===== src/rtl/aes_disp_pkg.sv =====
// Shared constants, FSM state type and page-slicing helper for the AES display pager.
package aes_disp_pkg;

  localparam int          NUM_PAGES = 6;
  localparam int          PAGE_W    = 24;
  localparam int          FRAME_W   = 144;
  localparam logic [15:0] PAD       = 16'h0000;

  typedef enum logic [1:0] {
    ST_IDLE        = 2'd0,
    ST_SHOW_LOCKED = 2'd1,
    ST_SHOW_FREE   = 2'd2
  } state_t;

  // Page p is the 24-bit field starting at frame bit 143-24p; out-of-range pages read as 0.
  function automatic logic [PAGE_W-1:0] page_slice(input logic [FRAME_W-1:0] frame,
                                                   input logic [2:0] p);
    logic [FRAME_W-1:0] sh;
    if (int'(p) >= NUM_PAGES) begin
      return '0;
    end
    sh = frame >> (PAGE_W * (NUM_PAGES - 1 - int'(p)));
    return sh[PAGE_W-1:0];
  endfunction

endpackage


===== src/rtl/key_debounce.sv =====
// Two-flop synchronizer plus stable-time debounce for an active-low push-button.
// Emits a single-cycle pulse when the debounced level falls (a press).
module key_debounce #(
  parameter int DEBOUNCE_CYCLES = 1_000_000
) (
  input  logic clk,
  input  logic rst_n,
  input  logic key_n,
  output logic pressed
);

  localparam int CW = (DEBOUNCE_CYCLES > 1) ? $clog2(DEBOUNCE_CYCLES) : 1;

  logic          key_p0;
  logic          key_p1;
  logic          key_db;
  logic [CW-1:0] cnt;
  logic          settle;

  // The synchronized level has differed from the debounced one for DEBOUNCE_CYCLES cycles.
  assign settle = (key_p1 != key_db) && (cnt == CW'(DEBOUNCE_CYCLES - 1));

  // Synchronizer stages; released (1) out of reset so no false press appears.
  always_ff @(posedge clk or negedge rst_n) begin
    if (!rst_n) begin
      key_p0 <= 1'b1;
      key_p1 <= 1'b1;
    end else begin
      key_p0 <= key_n;
      key_p1 <= key_p0;
    end
  end

  // Stability counter, debounced level and press pulse.
  always_ff @(posedge clk or negedge rst_n) begin
    if (!rst_n) begin
      cnt     <= '0;
      key_db  <= 1'b1;
      pressed <= 1'b0;
    end else begin
      pressed <= settle && key_db;
      if (key_p1 == key_db || settle) begin
        cnt <= '0;
      end else begin
        cnt <= cnt + 1'b1;
      end
      if (settle) begin
        key_db <= key_p1;
      end
    end
  end

endmodule


===== src/rtl/aes_display_pager.sv =====
// Pages a 128-bit AES block across six 24-bit hex pages for a 6-digit display.
// disp_value feeds the hex-mode 7-segment digit driver directly.
module aes_display_pager
  import aes_disp_pkg::*;
#(
  parameter int PAGE_CYCLES     = 50_000_000,
  parameter int DEBOUNCE_CYCLES = 1_000_000
) (
  input  logic         clk,
  input  logic         rst_n,
  input  logic         in_valid,
  output logic         in_ready,
  input  logic [127:0] in_data,
  input  logic         key_next_n,
  input  logic         auto_en,
  output logic [23:0]  disp_value,
  output logic [2:0]   page,
  output logic         locked
);

  localparam int TW = (PAGE_CYCLES > 1) ? $clog2(PAGE_CYCLES) : 1;

  state_t               state_q;
  state_t               state_d;
  logic [FRAME_W-1:0]   frame_q;
  logic [FRAME_W-1:0]   frame_d;
  logic [2:0]           page_d;
  logic [TW-1:0]        timer_q;
  logic                 key_pressed;
  logic                 show;
  logic                 transfer;
  logic                 expire;
  logic                 advance;
  logic                 wrap;

  key_debounce #(
    .DEBOUNCE_CYCLES(DEBOUNCE_CYCLES)
  ) u_key (
    .clk    (clk),
    .rst_n  (rst_n),
    .key_n  (key_next_n),
    .pressed(key_pressed)
  );

  assign show     = (state_q != ST_IDLE);
  assign transfer = in_valid && in_ready;
  assign expire   = show && auto_en && (timer_q == TW'(PAGE_CYCLES - 1));
  // Key and timer are OR-ed so a coincident pair still gives one advance.
  assign advance  = show && (key_pressed || expire);
  assign wrap     = (page == 3'(NUM_PAGES - 1));

  // Next frame and page: a transfer always wins over an advance.
  always_comb begin
    frame_d = frame_q;
    page_d  = page;
    if (transfer) begin
      frame_d = {in_data, PAD};
      page_d  = '0;
    end else if (advance) begin
      page_d = wrap ? 3'd0 : page + 3'd1;
    end
  end

  // Frame, page and display registers (one cycle behind the transfer edge).
  always_ff @(posedge clk or negedge rst_n) begin
    if (!rst_n) begin
      frame_q    <= '0;
      page       <= '0;
      disp_value <= '0;
    end else begin
      frame_q    <= frame_d;
      page       <= page_d;
      disp_value <= page_slice(frame_d, page_d);
    end
  end

  // Dwell timer: runs only while showing with auto_en, restarts on any page change.
  always_ff @(posedge clk or negedge rst_n) begin
    if (!rst_n) begin
      timer_q <= '0;
    end else if (!show || !auto_en || advance || transfer) begin
      timer_q <= '0;
    end else begin
      timer_q <= timer_q + 1'b1;
    end
  end

  // State register.
  always_ff @(posedge clk or negedge rst_n) begin
    if (!rst_n) begin
      state_q <= ST_IDLE;
    end else begin
      state_q <= state_d;
    end
  end

  // Next-state and handshake/lock outputs.
  always_comb begin
    state_d  = state_q;
    in_ready = 1'b1;
    locked   = 1'b0;
    unique case (state_q)
      ST_IDLE: begin
        if (transfer) state_d = ST_SHOW_LOCKED;
      end
      ST_SHOW_LOCKED: begin
        in_ready = 1'b0;
        locked   = 1'b1;
        if (advance && wrap) state_d = ST_SHOW_FREE;
      end
      ST_SHOW_FREE: begin
        if (transfer) state_d = ST_SHOW_LOCKED;
      end
      default: begin
        state_d = ST_IDLE;
      end
    endcase
  end

endmodule


===== config.mk =====
export PLATFORM = sky130hd
export DESIGN_NAME = aes_display_pager
export DESIGN_NICKNAME = d
export VERILOG_FILES = /design/src/rtl/aes_disp_pkg.sv /design/src/rtl/key_debounce.sv /design/src/rtl/aes_display_pager.sv
export SDC_FILE = /design/constraint.sdc
export NUM_CORES = 1
export LEC_CHECK = 0
export CAP_MARGIN = 0
export CORE_ASPECT_RATIO = 0.7
export CORE_MARGIN = 2
export CORE_UTILIZATION = 60
export CTS_CLUSTER_DIAMETER = 150
export CTS_CLUSTER_SIZE = 30
export DETAILED_ROUTE_END_ITERATION = 10
export PLACE_DENSITY = 0.87
export SYNTH_ARGS = -nofsm -noshare
export SYNTH_HDL_FRONTEND = slang
export SYNTH_SLANG_ARGS = --single-unit

===== constraint.sdc =====
create_clock -name clk -period 7.2 [get_ports clk]
set_input_delay 1.44 -clock clk [delete_from_list [all_inputs] [get_ports clk]]
set_output_delay 1.44 -clock clk [all_outputs]
set_load 0.1 [all_outputs]

# After elaboration in Yosys (flattened, before gate mapping)
# Index checks and enable logic that the tools add are counted.
word_totals:
  register_bits: 223
  input_bits: 133
  output_inout_bits: 29
  elab_cells: 58
op_classes:
  n_addsub: 4
  n_mul: 1
  n_lt_le_gt_ge: 1
  n_eq_ne: 9
  shift: 1
  mux: 14
  n_reduce_logical: 18
ops:
  columns: ["cell", "n"]
  rows:
  - ["144-bit 2-to-1 mux", 1]
  - ["144-bit by 32-bit right shift with 24-bit output", 1]
  - ["24-bit 2-to-1 mux", 2]
  - ["26-bit by 1-bit adder with 26-bit output, second input constant", 1]
  - ["26-bit == test, second input constant", 1]
  - ["26-bit 2-to-1 mux", 1]
  - ["20-bit by 1-bit adder with 20-bit output, second input constant", 1]
  - ["20-bit == test, second input constant", 1]
  - ["20-bit 2-to-1 mux", 1]
  - ["3-bit 2-to-1 mux", 3]
  - ["1-bit logical AND", 7]
  - ["3-bit by 4-bit multiplier with 7-bit output, first input constant", 1]
  - ["1-bit logical OR", 5]
  - ["2-bit 2-to-1 mux", 2]
  - ["2-bit one-hot mux with 2 select lines", 1]
  - ["3-bit by 3-bit subtractor with 4-bit output, first input constant", 1]
  - ["3-bit by 1-bit adder with 3-bit output, second input constant", 1]
  - ["3-bit == test, second input constant", 1]
  - ["3-bit greater-or-equal comparator, second input constant", 1]
  - ["1-bit 2-to-1 mux", 3]
  - ["2-bit by 1-bit == test with 1-bit output, second input constant", 1]
  - ["2-bit == test, second input constant", 1]
  - ["1-bit logical NOT", 2]
  - ["2-bit logical NOT", 1]
  - ["7 further kinds", 7]

# Longest topological paths before layout
# Gate-level depths: netlist of the first run.
logic_depth:
  ltp_word: 11
  depth_mapped: 19
  depth_no_buf: 18

# Cells and area by module
# From an unflattened synthesis of the first run, not the netlist that was laid out.
hier_totals:
  hier_cells: 1300
  area_unflattened_um2: 11639.9
by_module_without_submodules:
  columns: ["mod", "instances", "cells_per_inst", "area_per_inst_um2", "seq_area_each_um2"]
  rows:
  - ["aes_display_pager", 1, 1191, 10510.1, 4979.8]
  - ["key_debounce", 1, 109, 1129.8, 604.3]

# Worst setup path after synthesis of the first run
# Ideal clock, no wire load.
synth_path:
  path_type: "flip-flop to flip-flop"
  start: "reg state_q[1]"
  end: "reg disp_value[17]"
  setup_ns: 0.136
  t_arrival_ns: 5.624
  required_ns: 7.064
  path_slack_ns: 1.440
  path_stages_with_launch: 15
  n_path_buf: 4
  period_less_slack_ns: 5.760
  path_cell_list: "dfrtp_1 > nand2b_1 > inv_1 > nor2_1 > clkbuf_1 > buf_1 > buf_1 > nor2_1 > ha_1 > xnor2_1 > ha_1 > buf_1 > mux4_2 > a211oi_1 > nor3_1"
synth_via:
  elab_cells_between_ends: 17
  classes_between: "add/sub (1); mul (1); order compare (1); eq/ne (1); shift (1); mux (6); reduce/logical (6)"
synth_lines:
  columns: ["element", "line", "source"]
  rows:
  - ["start, declared", "aes_display_pager.sv:23", "state_t state_q;"]
  - ["start signal, assigned", "aes_display_pager.sv:93", "state_q <= state_d;"]
  - ["2-bit by 1-bit == test with 1-bit output (*)", "aes_display_pager.sv:102", "unique case (state_q)"]
  - ["1-bit 2-to-1 mux (*)", "aes_display_pager.sv:102", null]
  - ["via in_ready", "aes_display_pager.sv:12", "output logic in_ready,"]
  - ["1-bit logical AND (*)", "aes_display_pager.sv:46", "assign transfer = in_valid && in_ready;"]
  - ["3-bit 2-to-1 mux (*)", "aes_display_pager.sv:56", "if (transfer) begin"]
  - ["via page_d[1]", "aes_display_pager.sv:27", "logic [2:0] page_d;"]
  - ["3-bit by 3-bit subtractor with 4-bit output", "aes_disp_pkg.sv:22", "sh = frame >> (PAGE_W * (NUM_PAGES - 1 - int'(p)));"]
  - ["3-bit by 4-bit multiplier with 7-bit output", "aes_disp_pkg.sv:22", null]
  - ["144-bit by 32-bit right shift with 24-bit output", "aes_disp_pkg.sv:22", null]
  - ["24-bit 2-to-1 mux (*)", "aes_disp_pkg.sv:22", null]
  - ["end signal, assigned", "aes_display_pager.sv:73", "disp_value <= page_slice(frame_d, page_d);"]
  - ["end, declared", "aes_display_pager.sv:16", "output logic [23:0] disp_value,"]
# The timed path passes the listed nets; every way through them passes the cells marked *.
# A chain may end at the register's enable or synchronous reset.

# Worst setup path after layout of the first run
layout_path:
  start: "in auto_en"
  end: "reg disp_value[8]"
layout_via:
  elab_chain_len: 10
  elab_cells_between_ends: 12
  classes_between: "add/sub (1); mul (1); order compare (1); shift (1); mux (4); reduce/logical (4)"
layout_rtl:
  columns: ["element", "line", "source"]
  rows:
  - ["start, declared", "aes_display_pager.sv:15", "input logic auto_en,"]
  - ["1-bit logical AND (*) (2 in a row)", "aes_display_pager.sv:47", "assign expire = show && auto_en && (timer_q == TW'(PAGE_CYCLES - 1));"]
  - ["1-bit logical OR (*)", "aes_display_pager.sv:49", "assign advance = show && (key_pressed || expire);"]
  - ["1-bit logical AND (*)", "aes_display_pager.sv:49", null]
  - ["3-bit 2-to-1 mux (*)", "aes_display_pager.sv:59", "end else if (advance) begin"]
  - ["3-bit 2-to-1 mux (*)", "aes_display_pager.sv:56", null]
  - ["via page_d[1]", "aes_display_pager.sv:27", null]
  - ["3-bit by 3-bit subtractor with 4-bit output", "aes_disp_pkg.sv:22", null]
  - ["3-bit by 4-bit multiplier with 7-bit output", "aes_disp_pkg.sv:22", null]
  - ["144-bit by 32-bit right shift with 24-bit output", "aes_disp_pkg.sv:22", null]
  - ["24-bit 2-to-1 mux (*)", "aes_disp_pkg.sv:22", null]
# Marked as above.

==> impl_metrics.json, run 1 <==
{
  "status": "finished, final reports clean",
  "synthTopCellsByCount": "407 x nand2_1, 220 x dfrtp_1, 152 x nor2_1",
  "arrival_ns": 6.09,
  "power_density_mw_per_mm2": 170,
  "yosys_warnings": 0,
  "path_class": "in -> reg",
  "final_antenna_net_count": 0,
  "synth_top_area_share_pct": 47.5,
  "cp-start-kind": "primary input",
  "async_flop_share_pct": 100,
  "highest_layer": "met4",
  "cts_hold_buf": 0,
  "port_buffers": 161,
  "endpoint_kind": "register",
  "area_growth_pct": 17.4,
  "cts_setup_buffers": 0,
  "maxSlewHeadroom_pct": 29.0,
  "grtUsageTotal_pct": 33.4,
  "seqCellArea_sq_mm": 0.00558,
  "grt_pass1_wl_mm": 53.4,
  "setup_viol": 0,
  "core_sq_mm": 0.0189,
  "numClockSinks": 223,
  "critPathRequiredTime_ns": 7.51,
  "gr-total-overflow": 0,
  "drv_cap": 0,
  "clkLatencyLatePin_ns": 0.49,
  "synth_cells": 1343,
  "max_freq_mhz": 173,
  "irDropWorstVdd_uv": 128,
  "yosys.area.top_type": "dfrtp_1",
  "cts_buffers": 11,
  "postSynthAreaPerCell_sq_um": 8.63,
  "drcViolationCount": 0,
  "rsz0062_at_grt": "false",
  "critPathMaxStageDelay_ns": 0.61,
  "fillers": 1404,
  "ys_types": 61,
  "cts_tree": "built",
  "place.gp.congestion": 0.983,
  "met1Wirelength_mm": 14.3,
  "die_w_um": 170,
  "multi_input_area_sq_mm": 0.00563,
  "worstPathCellList": "clkdlybuf4s50_1 > o21ai_0 > or4_1 > nor2_1 > o21ai_0 > nor3_1 > a21oi_1 > nor2_1 > ha_1 > xnor2_1 > ha_1 > clkinv_1 > nand2_1 > buf_4 > nor3_1 > o41ai_1 > a41oi_1",
  "drtIter0Drc": 1634,
  "synthTopCellsByArea": "dfrtp_1 47%, nand2_1 13%, mux2i_1 6.2%, nor2_1 4.9%, nor3_1 2.5%",
  "tightest_slew_ns": 1.07,
  "met2_length_mm": 14.1,
  "tns_ns": 0,
  "die-area_sq_mm": 0.0205,
  "synth_area_sq_mm": 0.0116,
  "critical-path-slowest-cell": "nand2_1",
  "dr.pass1.iters": 6,
  "post-route-period-util_pct": 80.2,
  "grt_pass1_vias": 10000,
  "grt_max_degree": 104,
  "drive_gt1_share_pct": 3.77,
  "grt_antenna_before_repair": 0,
  "wl_mm": 34.0,
  "antennaDiodeCount": 0,
  "skew_ns": 0.0219,
  "post-route-util_pct": 71.9,
  "post_drt_wl_per_cell_um": 20.0,
  "dr_wl_met3_mm": 4.46,
  "leakagePower_nw": 6.72,
  "cts-root-buf": "clkbuf_16",
  "cts_max_level": 1,
  "ios": 162,
  "vias": 10600,
  "hold_class": "reg -> reg",
  "report.final.slew_viol_count": 0,
  "ys_seq_elements": 223,
  "rows": 42,
  "hold_viol": 0,
  "synth_edf_count": 0,
  "seq_area_frac_synth_pct": 48.2,
  "viasPerCell": 6.23,
  "final_nets": 1592,
  "dieHeight_um": 120,
  "cts_buffer_depth": 3,
  "cts.clk_slew.worst_paths_ns": 0.11,
  "start_util_pct": 61.3,
  "synthFlopType": "dfrtp_1",
  "hpwl_mm": 24.2,
  "post-synth-top-count-cell": "nand2_1",
  "syn-num-nets": 1482,
  "crit_fanout": 17,
  "cts_repair_resize_count": 0,
  "period_minus_slack_ns": 5.77
}
## metal layers
layer,global-route usage (%),vias up
met3,9.72,114
met2,47.9,704
li1,-,4773
met5,0,-
met4,10.1,0
met1,49.3,4991
## area by class of cell
type | count | area share, %
tap | 242 | 2.22
inverter | 11 | 0.340
multi-input combinational | 1029 | 41.3
clock inverter | 1 | 0.147
sequential | 223 | 41.0
timing repair buffer | 177 | 12.8
clock buffer | 16 | 2.16
## placed cells by master, fill, tap and decap left out, types with 7 or more instances in the layout
cell type        count
or3_1                7
xnor2_1             15
nand3_1             37
a211oi_1             9
nor2b_1             10
mux2i_1             72
mux4_2               7
xor2_1              26
dfrtp_1            220
nor2_1             151
nand2_1            406
and2_1              17
o22ai_1             26
inv_1                9
a2111oi_0           11
mux2_2               7
buf_4               16
nor3_1              59
clkdlybuf4s50_1    160
o21ai_0             33
nor4_1              15
and3_1               8
a21oi_1             29
clkbuf_16           11
## where the power goes
part           internal (mW)  switching, mW  leakage, nW
clock                  0.297          0.412        0.151
combinational          0.116          0.165         3.64
sequential              1.30         0.0301         2.93
## worst max-delay path: cells and delay by family
family / cells / cell delay [ns]
AO/OA/AOI/OAI: 5 / 0.76
adder cells (fa/ha/maj): 2 / 0.69
XOR/XNOR: 1 / 0.16
AND/OR/NAND/NOR: 6 / 1.84
buffers and inverters: 3 / 1.19
## cells by family (layout without fill, tap and decap cells)
logic type	after synthesis	count (layout)	synth area share, %
muxes	87	87	8.39
DFF	223	223	48.2
and+or+nand+nor	741	741	27.2
AOI/OAI and AO/OA	153	153	8.90
xor gates and xnor gates	42	42	3.17
buffers and inverters	91	205	3.49
adders and majority gates	6	6	0.648
## through the flow
stage,hold WS [ns],cells,instance area [sq um],worst slack (ns),power (mW)
after floorplan,0.345,1343,11600,1.44,1.47
after global placement,0.346,1682,13300,1.29,1.62
after detailed placement,0.349,1682,13300,1.04,1.63
after CTS,0.365,1699,13600,1.50,2.32
after global routing,0.372,1699,13600,1.08,2.39
final,0.364,1699,13600,1.43,2.32
## final timing paths
check                              from             end  slack [ns]  cells after the start
setup / recovery                auto_en   disp_value[8]        1.43                     17
hold / removal             u_key.key_p0    u_key.key_p1        0.36                      0
setup reg to reg             timer_q[0]   disp_value[8]        2.02                     17
hold reg to reg            u_key.key_p0    u_key.key_p1        0.36                      0
max in group asynchronous         rst_n  disp_value[16]        4.90                      2
min in group asynchronous         rst_n     timer_q[21]        0.98                      1
## sequential cells by signal, indices dropped and copies added, names as in the netlist, 2 cells and up
register / cells
disp_value: 24
page: 3
timer_q: 26
state_q: 2
frame_q: 144
u_key.cnt: 20
No activity file was read; power rests on OpenSTA's default activity.
==> run 2, diff against run 1 <==
--- a/config.mk
+++ b/config.mk
@@ -8,11 +8,11 @@
 export CAP_MARGIN = 0
 export CORE_ASPECT_RATIO = 0.7
 export CORE_MARGIN = 2
-export CORE_UTILIZATION = 60
+export CORE_UTILIZATION = 55
 export CTS_CLUSTER_DIAMETER = 150
 export CTS_CLUSTER_SIZE = 30
 export DETAILED_ROUTE_END_ITERATION = 10
-export PLACE_DENSITY = 0.87
+export PLACE_DENSITY = 0.81
 export SYNTH_ARGS = -nofsm -noshare
 export SYNTH_HDL_FRONTEND = slang
 export SYNTH_SLANG_ARGS = --single-unit
==> constraint.sdc (replaced) <==
create_clock -name clk -period 6 [get_ports clk]
set_input_delay 1.2 -clock clk [delete_from_list [all_inputs] [get_ports clk]]
set_output_delay 1.2 -clock clk [all_outputs]
set_load 0.1 [all_outputs]
==> impl_metrics.json, run 2 (synthesis gave the netlist of run 1 again) <==
{
  "cts_buffer_depth": 3,
  "path_buf_inv": 4,
  "dpl_worst_slack_ns": 0.319,
  "grt_pass1_wl_mm": 53.9,
  "leakagePower_nw": 6.77,
  "fillers": 1713,
  "worstPathCellList": "clkdlybuf4s50_1 > o21ai_0 > or4_1 > nor2_1 > o21ai_0 > nor3_1 > a21oi_1 > nor2_1 > ha_1 > xnor2_1 > ha_1 > clkinv_1 > buf_4 > nand2_1 > buf_4 > nor3_1 > o41ai_1 > a41oi_1",
  "r2r_cells": 18,
  "final_common_cell": "nand2_1",
  "top_regs": "frame_q: 144 flops, timer_q: 26 flops, disp_value: 24 flops",
  "cp-start-kind": "primary input",
  "dieHeight_um": 125,
  "wl_mm": 34.2,
  "tns_ns": 0,
  "critical-path-slowest-cell": "nand2_1",
  "power_density_mw_per_mm2": 202,
  "clkLatencyLatePin_ns": 0.49,
  "irDropWorstVdd_uv": 148,
  "drtIter0Drc": 1521,
  "cts-root-buf": "clkbuf_16",
  "cts_setup_buffers": 0,
  "hpwl_mm": 24.5,
  "timing.hold.ws_ns": 0.383,
  "grt_antenna_before_repair": 0,
  "area_growth_pct": 18.4,
  "drcViolationCount": 0,
  "post-route-period-util_pct": 88.0,
  "gr-total-overflow": 0,
  "final_antenna_net_count": 0,
  "post_drt_wl_per_cell_um": 19.7,
  "arrival_ns": 5.60,
  "antennaDiodeCount": 0,
  "dr.pass1.iters": 6,
  "grt_max_degree": 143,
  "setup_viol": 0,
  "seqCellArea_sq_mm": 0.00558,
  "min_path_cells": 0,
  "min_to": "u_key.key_p1",
  "crit_fanout": 16,
  "numClockSinks": 223,
  "largest_register": "frame_q",
  "path_class": "in -> reg",
  "tightest_slew_ns": 0.992,
  "final_cell_mix": "406 x nand2_1, 220 x dfrtp_1, 160 x clkdlybuf4s50_1, 151 x nor2_1, 72 x mux2i_1",
  "max_freq_mhz": 189,
  "crit_family": "simple AND/OR/NAND/NOR gates",
  "start_util_pct": 56.0,
  "hold_viol": 0,
  "critPathMaxStageDelay_ns": 0.51,
  "skew_ns": 0.0250,
  "cts_tree": "built",
  "endpoint_kind": "register",
  "grt_pass1_vias": 9836,
  "rrSetupSlack_ns": 1.11,
  "final_nets": 1599,
  "r2r_end": "disp_value[8]",
  "largest_reg_flops": 144,
  "rsz0062_at_grt": "false",
  "hold_start": "u_key.key_p0",
  "die-area_sq_mm": 0.0223,
  "port_buffers": 161,
  "cts_buffers": 11,
  "cts_hold_buf": 0,
  "multi_input_area_sq_mm": 0.00563,
  "period_minus_slack_ns": 5.28,
  "drive_gt1_share_pct": 4.31,
  "cts.clk_slew.worst_paths_ns": 0.11,
  "viasPerCell": 5.96,
  "drv_cap": 0,
  "cts_repair_resize_count": 0,
  "rows": 44,
  "hold_class": "reg -> reg",
  "fin_ws_ns": 0.718,
  "r2r-start": "timer_q[0]",
  "status": "finished, final reports clean",
  "die_w_um": 178,
  "core_sq_mm": 0.0207,
  "place.gp.congestion": 0.995,
  "maxSlewHeadroom_pct": 33.6,
  "vias": 10400,
  "cts_max_level": 1,
  "report.final.slew_viol_count": 0,
  "ios": 162,
  "grtUsageTotal_pct": 30.9,
  "critPathRequiredTime_ns": 6.32
}
run 2: cell type report:
cell class	count	area share (%)
flip-flops and latches	223	40.7
clock buffers	13	2.06
multi-input cells	1029	41.0
inverters	11	0.337
well taps	276	2.52
repair buffers	184	13.2
clock inverters	1	0.146
run 2: worst max path at each step:
| stage | start | to | slack (ns) | depth (start not counted) |
|---|---|---|---|---|
| finish | auto_en | disp_value[8] | 0.72 | 18 |
| global route | auto_en | disp_value[8] | 0.36 | 18 |
| CTS | auto_en | disp_value[8] | 0.76 | 18 |
| detailed placement | auto_en | disp_value[8] | 0.32 | 18 |
| global placement | auto_en | disp_value[14] | 0.42 | 17 |
| floorplan | state_q[1] | disp_value[17] | 0.24 | 14 |
run 2: per-layer routing:
| metal | part of all wire (%) | vias up | GRT usage (%) |
|---|---|---|---|
| met5 | 0 | - | 0 |
| met4 | 2.1 | 0 | 6.61 |
| met3 | 10 | 58 | 5.44 |
| met2 | 42 | 570 | 44.2 |
| met1 | 45 | 4949 | 49.0 |
| li1 | - | 4784 | - |
run 2: where the power goes:
part	leakage, nW	total (mW)	switching (mW)	internal, mW
clock network	0.148	0.836	0.487	0.349
logic	3.69	0.336	0.196	0.140
registers	2.93	1.60	0.0372	1.56
total	6.77	2.77	0.720	2.05
run 2: stage by stage:
stage | instances | utilization, % | power (mW) | instance area [sq um]
final | 1737 | 66.3 | 2.77 | 13700
after global routing | 1737 | 66.3 | 2.86 | 13700
after CTS | 1737 | 66.3 | 2.77 | 13700
after detailed placement | 1723 | 64.9 | 1.96 | 13400
after global placement | 1723 | 64.9 | 1.95 | 13400
after floorplan | 1343 | - | 1.77 | 11600
==> run 3, diff against run 2 <==
--- a/config.mk
+++ b/config.mk
@@ -5,7 +5,6 @@
 export SDC_FILE = /design/constraint.sdc
 export NUM_CORES = 1
 export LEC_CHECK = 0
-export CAP_MARGIN = 0
 export CORE_ASPECT_RATIO = 0.7
 export CORE_MARGIN = 2
 export CORE_UTILIZATION = 55
==> results of run 3 <==
No change in the layout: final DEF, timing and power equal those of run 2.
